--- src/rtl/tiny_cpu_uart_tx.sv ---
// UART transmit stage for the tiny CPU output port: byte FIFO feeding an 8N1 serializer.
// Define TINYCPU_UART_PARITY_EN to insert an even-parity bit (8E1 frames).
module tiny_cpu_uart_tx #(
  parameter int CLKS_PER_BIT = 104,
  parameter int FIFO_DEPTH   = 4
) (
  input  logic       clk,
  input  logic       reset,
  input  logic       wr_valid,
  input  logic [7:0] wr_data,
  output logic       wr_full,
  output logic       tx,
  output logic       busy,
  output logic       overflow
);

  localparam int PTR_W = $clog2(FIFO_DEPTH);
  localparam int CNT_W = PTR_W + 1;
  localparam logic [15:0]      BAUD_LAST = 16'(CLKS_PER_BIT - 1);
  localparam logic [CNT_W-1:0] FULL_CNT  = CNT_W'(FIFO_DEPTH);

`ifdef TINYCPU_UART_PARITY_EN
  typedef enum logic [2:0] {ST_IDLE, ST_START, ST_DATA, ST_PARITY, ST_STOP} state_t;
`else
  typedef enum logic [2:0] {ST_IDLE, ST_START, ST_DATA, ST_STOP} state_t;
`endif

  logic [7:0]       fifo_mem [FIFO_DEPTH];
  logic [PTR_W-1:0] wr_ptr_reg;
  logic [PTR_W-1:0] rd_ptr_reg;
  logic [CNT_W-1:0] count_reg;
  logic             overflow_reg;

  state_t           state_reg;
  logic [7:0]       shift_reg;
  logic [2:0]       bit_idx_reg;
  logic [15:0]      baud_reg;
  logic             tx_reg;
`ifdef TINYCPU_UART_PARITY_EN
  logic             parity_reg;
`endif

  logic fifo_empty;
  logic push;
  logic pop;
  logic baud_done;

  assign fifo_empty = (count_reg == '0);
  assign wr_full    = (count_reg == FULL_CNT);
  assign push       = wr_valid && !wr_full;
  assign pop        = (state_reg == ST_IDLE) && !fifo_empty;
  assign baud_done  = (baud_reg == BAUD_LAST);

  assign tx       = tx_reg;
  assign overflow = overflow_reg;
  assign busy     = (state_reg != ST_IDLE) || !fifo_empty;

  // Storage has no reset so it can map onto distributed/block memory.
  always_ff @(posedge clk) begin
    if (push) begin
      fifo_mem[wr_ptr_reg] <= wr_data;
    end
  end

  always_ff @(posedge clk or posedge reset) begin
    if (reset) begin
      wr_ptr_reg   <= '0;
      rd_ptr_reg   <= '0;
      count_reg    <= '0;
      overflow_reg <= 1'b0;
    end else begin
      if (push) begin
        wr_ptr_reg <= wr_ptr_reg + PTR_W'(1);
      end
      if (pop) begin
        rd_ptr_reg <= rd_ptr_reg + PTR_W'(1);
      end
      case ({push, pop})
        2'b10:   count_reg <= count_reg + CNT_W'(1);
        2'b01:   count_reg <= count_reg - CNT_W'(1);
        default: count_reg <= count_reg;
      endcase
      // Fullness is judged on the pre-edge count, so a same-cycle pop does not rescue the write.
      if (wr_valid && wr_full) begin
        overflow_reg <= 1'b1;
      end
    end
  end

  // tx_reg is loaded with the level of the state being entered, keeping tx a pure flop output.
  always_ff @(posedge clk or posedge reset) begin
    if (reset) begin
      state_reg   <= ST_IDLE;
      shift_reg   <= '0;
      bit_idx_reg <= '0;
      baud_reg    <= '0;
      tx_reg      <= 1'b1;
`ifdef TINYCPU_UART_PARITY_EN
      parity_reg  <= 1'b0;
`endif
    end else begin
      case (state_reg)
        ST_IDLE: begin
          tx_reg <= 1'b1;
          if (pop) begin
            shift_reg   <= fifo_mem[rd_ptr_reg];
`ifdef TINYCPU_UART_PARITY_EN
            parity_reg  <= ^fifo_mem[rd_ptr_reg];
`endif
            bit_idx_reg <= '0;
            baud_reg    <= '0;
            tx_reg      <= 1'b0;
            state_reg   <= ST_START;
          end
        end
        ST_START: begin
          if (baud_done) begin
            baud_reg  <= '0;
            tx_reg    <= shift_reg[0];
            state_reg <= ST_DATA;
          end else begin
            baud_reg <= baud_reg + 16'd1;
          end
        end
        ST_DATA: begin
          if (baud_done) begin
            baud_reg    <= '0;
            shift_reg   <= shift_reg >> 1;
            bit_idx_reg <= bit_idx_reg + 3'd1;
            if (bit_idx_reg == 3'd7) begin
`ifdef TINYCPU_UART_PARITY_EN
              tx_reg    <= parity_reg;
              state_reg <= ST_PARITY;
`else
              tx_reg    <= 1'b1;
              state_reg <= ST_STOP;
`endif
            end else begin
              tx_reg <= shift_reg[1];
            end
          end else begin
            baud_reg <= baud_reg + 16'd1;
          end
        end
`ifdef TINYCPU_UART_PARITY_EN
        ST_PARITY: begin
          if (baud_done) begin
            baud_reg  <= '0;
            tx_reg    <= 1'b1;
            state_reg <= ST_STOP;
          end else begin
            baud_reg <= baud_reg + 16'd1;
          end
        end
`endif
        ST_STOP: begin
          if (baud_done) begin
            baud_reg  <= '0;
            state_reg <= ST_IDLE;
          end else begin
            baud_reg <= baud_reg + 16'd1;
          end
        end
        default: begin
          tx_reg    <= 1'b1;
          baud_reg  <= '0;
          state_reg <= ST_IDLE;
        end
      endcase
    end
  end

endmodule

--- config.mk ---
export PLATFORM = sky130hd
export DESIGN_NAME = tiny_cpu_uart_tx
export DESIGN_NICKNAME = d
export VERILOG_FILES = /design/src/rtl/tiny_cpu_uart_tx.sv
export SDC_FILE = /design/constraint.sdc
export NUM_CORES = 1
export LEC_CHECK = 0
export BUFFER_PORTS_ARGS = -buffer_cell sky130_fd_sc_hd__buf_2
export CAP_MARGIN = 20
export CELL_PAD_IN_SITES_DETAIL_PLACEMENT = 1
export CELL_PAD_IN_SITES_GLOBAL_PLACEMENT = 1
export CORE_MARGIN = 4
export CORE_UTILIZATION = 30
export CTS_BUF_LIST = sky130_fd_sc_hd__clkbuf_8
export DETAILED_ROUTE_END_ITERATION = 6
export GPL_TIMING_DRIVEN = 0
export PLACE_DENSITY = 0.57
export SLEW_MARGIN = 20
export SYNTH_ARGS = -nofsm -noshare
export SYNTH_HDL_FRONTEND = slang
export SYNTH_SLANG_ARGS = --single-unit
--- constraint.sdc ---
create_clock -name clk -period 2.65 [get_ports clk]
set_clock_uncertainty 0.15 [all_clocks]
set_input_delay 0.1325 -clock clk [delete_from_list [all_inputs] [get_ports clk]]
set_output_delay 0.1325 -clock clk [all_outputs]
set_load 0.01 [all_outputs]
==> flow_summary_export.csv, run 1 <==
group,metric,value,unit
global_route,grt_use_total,12.0,%
route,vias_per_cell,4.78,
die,num_rows,38,
global_route,grt_first_pass_wirelength,11.9,mm
logic_synthesis,yosys.area.top_type,"edfxtp_1",
die,die_h,113,um
logic_synthesis,yosysTopAreaCellShare,28.9,%
worst_setup_path,r2r_cells,6,
worst_setup_path,crit_path_max_incr_delay,0.57,ns
route,ant_nets,0,
clocking,cts_buffers,9,
logic_synthesis,syn_nets,270,
worst_setup_path,path_cells,"ha_1 -> and4b_1 -> a41oi_1 -> buf_2 -> a41oi_1 -> a31oi_1",
power_and_ir_drop,finalPower,4.07,mW
worst_setup_path,endpoint_kind,"register",
logic_synthesis,synth_cell_types,47,
global_route,grt-ovfl-total,0,
timing,fin_tns_setup,0,ns
layout,largest_reg_flops,32,
placed_design,placed_cells,401,
worst_setup_path,criticalPathCategory,"reg -> reg",
outcome,status,"finished, final reports clean",
logic_synthesis,synth_warnings,0,
placed_design,place_area,3590,um2
timing,final-hold-violation-count,0,
route,drc_errors,0,
layout,drive_gt1_share,25.1,%
global_route,grt_max_degree,31,
job,drv_cap,0,
route,wl_per_cell,15.9,um
timing,tightestPinTransition,0.722,ns
timing,drv_slew,0,
logic_synthesis,synth-main-ff-cell,"dfrtp_1",
worst_setup_path,r2r_start,"baud_reg[0]",
clocking,clk_path_buf_depth,2,
timing,min_period,2.43,ns
logic_synthesis,syn_avg_cell_area,13.5,um2
placed_design,dp_slack,0.159,ns
layout,final_net_count,306,
worst_setup_path,crit_required,2.77,ns
global_route,antenna_found_initial,0,
power_and_ir_drop,ir_worst_vdd,0.435,mV
logic_synthesis,synth_seq_cells,70,
logic_synthesis,seq_area_frac_synth,57.6,%
clocking,cts_root_buffer,"clkbuf_8",
clocking,clk_pin_slew_worst_paths,0.08,ns
clocking,clk_latency,0.35,ns
layout,fin_area,3880,um2
logic_synthesis,synth_area_leaders,"edfxtp_1, dfrtp_1, mux4_2",
die,fp.dieArea,12800,um2
die,start_util,30.7,%
route,via_count,2042,
worst_setup_path,crit_fanout,10,
logic_synthesis,async_flop_share,54.3,%
die,ios,15,
layout,layout.cells.non_filler,427,
timing,relSlewSlack,51.2,%
power_and_ir_drop,p_per_area,1050,nW/um2
clocking,cts.sinks,70,
placed_design,dp_hpwl,4.75,mm
hold_path,holdCritPathClass,"in -> async",
die,coreArea,10800,um2
route,totalWireLength,6.79,mm
timing,clock.fmax,411,MHz
placed_design,gp_congestion,0.719,
timing,setup_viol,0,
worst_setup_path,crit_path_start,"baud_reg[0]",
timing,rsz0062_at_grt,"no",
die,die_w,113,um
worst_setup_path,cp_slowest_cell,"a41oi_1",
route,dr.pass1.iters,4,
timing,whs,0.0900,ns
layout,diodes,0,
clocking,cts_resized,0,
timing,fin_ws,0.219,ns
logic_synthesis,synth_commonest_cells,"dfrtp_1, edfxtp_1, nand2_1",
power_and_ir_drop,p_leak,1.58,nW
worst_setup_path,cp-start-kind,"register",
placed_design,io_buffers,14,
route,first_iter_violations,80,
timing,post-route-period-util,91.7,%
layout,syn_to_final_growth,16.9,%
logic_synthesis,synth_cells,246,
logic_synthesis,netlist_area,3320,um2
clocking,htree_levels,3,
worst_setup_path,arrival,2.55,ns
clocking,cts_tree,"built",
layout,fin_util,35.8,%
logic_synthesis,synth_most_common_cell,"dfrtp_1",
logic_synthesis,synth_edf_count,32,
worst_setup_path,cp_common_cell,"a41oi_1",
global_route,grt_pass1_vias,2347,
## final cells by class
type,count,area [um2]
Inverter,12,45.0
Sequential cell,70,1910
Buffer,12,60.1
Multi-Input combinational cell,152,1310
Tap cell,140,175
Fill cell,1169,6960
Clock buffer,9,124
Clock inverter,7,71.3
Timing Repair Buffer,25,190
## worst paths after layout
kind / slack (ns) / end
max: 0.22 / baud_reg[4]
min: 0.09 / baud_reg[3]
max reg2reg: 0.22 / baud_reg[4]
min reg2reg: 0.32 / overflow
max in group asynchronous: 1.76 / tx
min in group clk: 0.32 / overflow
## placed cells by master, fill, tap and decap left out, drive strengths merged, types with 2 or more instances in the layout
cell type / count
clkbuf: 15
mux2i: 2
nor4: 3
nor2: 8
o21ai: 6
a21oi: 4
nand2: 15
edfxtp: 32
nor2b: 3
nor3: 7
nor3b: 2
and2: 5
a41oi: 2
ha: 12
mux2: 19
xor2: 4
clkinv: 5
nand4: 5
inv: 13
dfrtp: 37
dlygate4sd3: 10
nand2b: 3
a22o: 6
nand3: 7
or3: 2
xnor2: 4
a21o: 5
buf: 21
a31oi: 9
mux4: 8
## timing repair
item / in CTS / in global routing
endpoints found under the hold margin: 70 / 0
hold buffers: 10 / 0
buffers inserted: 0 / 0
## routing by layer
layer / share of wire (%) / track usage [%] / vias up
met1: 44 / 13.9 / 1023
li1: - / - / 986
met3: 3.3 / 3.74 / 10
met4: 1.4 / 3.45 / 0
met5: 0 / 0 / -
met2: 51 / 21.1 / 23
## cells by family after synthesis
kind of cell	Yosys count	synth area share, %
flip-flops	70	57.6
AND/OR/NAND/NOR	65	11.1
AO/OA/AOI/OAI	37	7.72
multiplexers	29	13.3
buffers and inverters	24	3.16
adder cells (fa/ha/maj)	13	5.12
XOR/XNOR	8	2.11
## report_power, final
group	internal (mW)	leakage (nW)	switching (mW)
clock network	0.438	0.104	0.430
logic	0.830	0.705	0.776
registers	1.45	0.774	0.156
total	2.71	1.58	1.36
## worst max-delay path, delay by kind of cell, from the launching register on
kind	cells	cell delay, ns
and+or+nand+nor	1	0.24
adders and majority gates	1	0.30
buffers and inverters	1	0.36
DFF	1	0.42
AOI/OAI and AO/OA	3	0.88
Note: power is estimated with default switching activity, not from simulation.
==> inputs of run 2 (changes only) <==
--- a/config.mk
+++ b/config.mk
@@ -10,11 +10,11 @@
 export CELL_PAD_IN_SITES_DETAIL_PLACEMENT = 1
 export CELL_PAD_IN_SITES_GLOBAL_PLACEMENT = 1
 export CORE_MARGIN = 4
-export CORE_UTILIZATION = 30
+export CORE_UTILIZATION = 40
 export CTS_BUF_LIST = sky130_fd_sc_hd__clkbuf_8
 export DETAILED_ROUTE_END_ITERATION = 6
 export GPL_TIMING_DRIVEN = 0
-export PLACE_DENSITY = 0.57
+export PLACE_DENSITY = 0.71
 export SLEW_MARGIN = 20
 export SYNTH_ARGS = -nofsm -noshare
 export SYNTH_HDL_FRONTEND = slang
==> flow_summary_export.csv, run 2 (synthesized netlist as in run 1, its figures left out) <==
group,metric,value,unit
global_route,grt_first_pass_wirelength,11.3,mm
layout,layout.cells.non_filler,389,
worst_setup_path,cp-start-kind,"register",
clocking,cts_resized,0,
placed_design,dp_hpwl,4.47,mm
layout,diodes,0,
worst_setup_path,path_delay_family,"adder cells",
die,fp.dieArea,9830,um2
clocking,htree_levels,3,
global_route,grt_use_total,14.8,%
clocking,clk_latency,0.35,ns
die,die_h,99.2,um
timing,setup_viol,0,
worst_setup_path,crit_fanout,7,
power_and_ir_drop,ir_worst_vdd,0.517,mV
hold_path,holdCritPathClass,"in -> async",
timing,whs,0.155,ns
clocking,cts_root_buffer,"clkbuf_8",
route,via_count,2120,
timing,rsz0062_at_grt,"no",
clocking,cts_buffers,9,
worst_setup_path,cp_common_cell,"ha_1",
layout,fin_area,3830,um2
route,vias_per_cell,5.45,
die,die_w,99.2,um
layout,largest_reg_flops,32,
timing,drv_slew,0,
route,first_iter_violations,64,
timing,tightestPinTransition,0.673,ns
timing,min_period,2.39,ns
clocking,clk_pin_slew_worst_paths,0.09,ns
route,drc_errors,0,
clocking,cts_hold_buf,10,
die,start_util,42.1,%
clocking,cts.sinks,70,
worst_setup_path,critical_path_buf_inv_count,1,
die,coreArea,7890,um2
power_and_ir_drop,finalPower,4.05,mW
global_route,grt-ovfl-total,0,
timing,post-route-period-util,90.3,%
layout,fin_util,48.5,%
global_route,grt_pass1_vias,2311,
job,drv_cap,0,
timing,fin_tns_setup,0,ns
worst_setup_path,arrival,2.48,ns
clocking,clk_path_buf_depth,2,
route,totalWireLength,6.65,mm
power_and_ir_drop,p_per_area,1060,nW/um2
worst_setup_path,path_cells,"inv_1 -> ha_1 -> nor2b_1 -> ha_1 -> fa_1 -> mux2_2",
placed_design,io_buffers,14,
power_and_ir_drop,p_leak,1.57,nW
layout,final_cell_mix,"dfrtp_1, edfxtp_1, buf_2",
route,dr.pass1.iters,4,
timing,relSlewSlack,54.5,%
worst_setup_path,crit_path_max_incr_delay,0.44,ns
timing,final-hold-violation-count,0,
worst_setup_path,cp_slowest_cell,"fa_1",
outcome,status,"finished, final reports clean",
placed_design,gp_congestion,0.829,
clocking,cts_tree,"built",
layout,layout.cells.most_common,"dfrtp_1",
route,wl_per_cell,17.1,um
worst_setup_path,criticalPathCategory,"reg -> reg",
die,num_rows,32,
global_route,antenna_found_initial,0,
layout,final_net_count,306,
placed_design,dp_slack,0.265,ns
route,ant_nets,0,
die,ios,15,
layout,syn_to_final_growth,15.1,%
global_route,grt_max_degree,24,
placed_design,place_area,3540,um2
worst_setup_path,crit_required,2.73,ns
layout,drive_gt1_share,25.1,%
timing,clock.fmax,418,MHz
clocking,cts_setup_buffers,0,
timing,fin_ws,0.258,ns
placed_design,placed_cells,363,
worst_setup_path,endpoint_kind,"register",
run 2: worst paths after layout:
check / from / end / slack [ns] / cells past startpoint
setup / recovery: state_reg[0] / count_reg[1] / 0.26 / 6
hold / removal: reset / shift_reg[4] / 0.16 / 3
setup reg to reg: state_reg[0] / count_reg[1] / 0.26 / 6
hold reg to reg: overflow / overflow / 0.32 / 1
max in group asynchronous: reset / tx / 1.66 / 4
min in group clk: overflow / overflow / 0.32 / 1
run 2: per-layer routing:
layer / part of all wire [%] / global-route usage [%]
met3: 3.1 / 3.51
met1: 47 / 18.9
met4: 1.4 / 5.78
met2: 48 / 24.4
met5: 0 / 0
run 2: final cells by class:
| class | instances | area, um2 |
|---|---|---|
| inverter | 12 | 45.0 |
| buffer | 12 | 60.1 |
| timing repair buffer | 25 | 190 |
| sequential | 70 | 1910 |
| clock buffer | 9 | 124 |
| fill | 825 | 4060 |
| clock inverter | 7 | 61.3 |
| multi-input combinational | 152 | 1310 |
| tap | 102 | 128 |
run 2: worst reg2reg max path, cell delays in order (launching register included):
cell and delay (ns):
dfrtp_1 0.42, inv_1 0.10, ha_1 0.30, nor2b_1 0.33
ha_1 0.27, fa_1 0.44, mux2_2 0.27
run 2: report_power, final:
part / internal (mW) / switching (mW)
Sequential: 1.44 / 0.152
Combinational: 0.832 / 0.792
Clock: 0.359 / 0.468
==> inputs of run 3 (changes only) <==
--- a/config.mk
+++ b/config.mk
@@ -7,14 +7,15 @@
 export LEC_CHECK = 0
 export BUFFER_PORTS_ARGS = -buffer_cell sky130_fd_sc_hd__buf_2
 export CAP_MARGIN = 20
-export CELL_PAD_IN_SITES_DETAIL_PLACEMENT = 1
-export CELL_PAD_IN_SITES_GLOBAL_PLACEMENT = 1
+export CELL_PAD_IN_SITES_DETAIL_PLACEMENT = 2
+export CELL_PAD_IN_SITES_GLOBAL_PLACEMENT = 2
 export CORE_MARGIN = 4
 export CORE_UTILIZATION = 40
 export CTS_BUF_LIST = sky130_fd_sc_hd__clkbuf_8
 export DETAILED_ROUTE_END_ITERATION = 6
 export GPL_TIMING_DRIVEN = 0
-export PLACE_DENSITY = 0.71
+export MAX_ROUTING_LAYER = met4
+export PLACE_DENSITY = 0.79
 export SLEW_MARGIN = 20
 export SYNTH_ARGS = -nofsm -noshare
 export SYNTH_HDL_FRONTEND = slang
==> flow_summary_export.csv, run 3 (synthesized netlist as in run 1, its figures left out) <==
group,metric,value,unit
clocking,cts_setup_buffers,0,
route,ant_nets,0,
die,start_util,42.1,%
die,ios,15,
clocking,cts_root_buffer,"clkbuf_8",
worst_setup_path,endpoint_kind,"output port",
layout,drive_gt1_share,25.1,%
global_route,grt-ovfl-total,0,
timing,relSlewSlack,55.5,%
global_route,grt_first_pass_wirelength,13.8,mm
die,fp.dieArea,9830,um2
route,drc_errors,0,
route,dr.pass1.iters,4,
route,totalWireLength,8.35,mm
timing,drv_slew,0,
clocking,cts_tree,"built",
worst_setup_path,criticalPathCategory,"reg -> out",
worst_setup_path,r2r_start,"state_reg[0]",
job,drv_cap,0,
route,first_iter_violations,70,
layout,final_net_count,306,
die,coreArea,7890,um2
timing,final-hold-violation-count,0,
layout,largest_reg_flops,32,
placed_design,io_buffers,14,
worst_setup_path,r2r_cells,6,
worst_setup_path,cp-start-kind,"register",
timing,rsz0062_at_grt,"no",
global_route,use_met1,23.1,%
layout,diodes,0,
route,wl_per_cell,21.5,um
layout,syn_to_final_growth,15.5,%
timing,tightestPinTransition,0.659,ns
clocking,htree_levels,3,
clocking,cts_buffers,9,
timing,post-route-period-util,92.7,%
clocking,cts.sinks,70,
clocking,clk_path_buf_depth,2,
global_route,use_met2,33.1,%
outcome,status,"finished, final reports clean",
worst_setup_path,arrival,2.18,ns
worst_setup_path,crit_required,2.37,ns
route,via_count,2134,
route,vias_per_cell,5.49,
power_and_ir_drop,ir_worst_vdd,0.502,mV
global_route,top_usage_layer,"met2",
power_and_ir_drop,finalPower,4.17,mW
placed_design,dp_hpwl,5.46,mm
global_route,grt_max_degree,22,
layout,final_cell_mix,"dfrtp_1, edfxtp_1, buf_2",
die,die_h,99.2,um
global_route,grt_pass1_vias,2475,
clocking,cts_resized,0,
placed_design,gp_congestion,0.731,
global_route,grt_use_total,19.1,%
hold_path,holdCritPathClass,"in -> async",
timing,setup_viol,0,
layout,layout.cells.most_common,"dfrtp_1",
layout,n_fill_cell,746,
clocking,clk_pin_slew_worst_paths,0.09,ns
clocking,cts_hold_buf,10,
worst_setup_path,worst-r2r-setup-slack,0.20,ns
timing,clock.fmax,407,MHz
global_route,grt_use_met3,3.02,%
timing,min_period,2.46,ns
power_and_ir_drop,p_leak,1.58,nW
worst_setup_path,crit_fanout,9,
timing,fin_tns_setup,0,ns
clocking,clk_latency,0.35,ns
die,die_w,99.2,um
worst_setup_path,r2r-end,"count_reg[1]",
global_route,antenna_found_initial,0,
die,num_rows,32,
power_and_ir_drop,p_per_area,1090,nW/um2
run 3: power by group:
part,leakage (nW),switching (mW),internal [mW]
logic,0.709,0.857,0.839
clock network,0.0938,0.476,0.361
registers,0.774,0.191,1.45
total,1.58,1.52,2.65
run 3: area by class of cell:
class	instances	area, um2	area share [%]
clock inverter	7	65.1	1.70
clock buffer	9	124	3.23
sequential	70	1910	49.9
tap	102	128	3.33
multi-input combinational	152	1310	34.0
buffer	12	60.1	1.57
inverter	12	45.0	1.17
timing repair buffer	25	198	5.15
run 3: worst max-delay path: stages (launching register included):
cell	delay (ns)
dfrtp_1	0.43
inv_1	0.10
ha_1	0.35
and2_1	0.34
clkinv_1	0.35
buf_2	0.25
run 3: worst max path at each step:
| stage | from | to | depth (start not counted) |
|---|---|---|---|
| after floorplan | count_reg[0] | count_reg[1] | 7 |
| after global placement | state_reg[0] | count_reg[1] | 6 |
| after detailed placement | baud_reg[0] | baud_reg[14] | 6 |
| after CTS | state_reg[0] | busy | 5 |
| after global routing | count_reg[2] | count_reg[2] | 9 |
| final | state_reg[0] | busy | 5 |
run 3: layer usage:
metal | up-vias | routed length, um
li1 | 987 | -
met1 | 1103 | 3620
met2 | 30 | 4460
met3 | 14 | 156
met4 | 0 | 115
met5 | - | 0
run 3: stage by stage:
| stage | instance area, um2 | instances | utilization, % | hold slack, ns | setup slack (ns) |
|---|---|---|---|---|---|
| 2_1_floorplan | 3320 | 246 | - | 0.0814 | 0.348 |
| 3_3_place_gp | 3520 | 362 | 44.6 | 0.193 | 0.292 |
| 3_5_place_dp | 3550 | 363 | 45.0 | 0.0290 | 0.243 |
| 4_1_cts | 3840 | 389 | 48.7 | 0.178 | 0.151 |
| 5_1_grt | 3840 | 389 | 48.7 | 0.224 | 0.0131 |
| 6_report | 3840 | 389 | 48.7 | 0.180 | 0.192 |
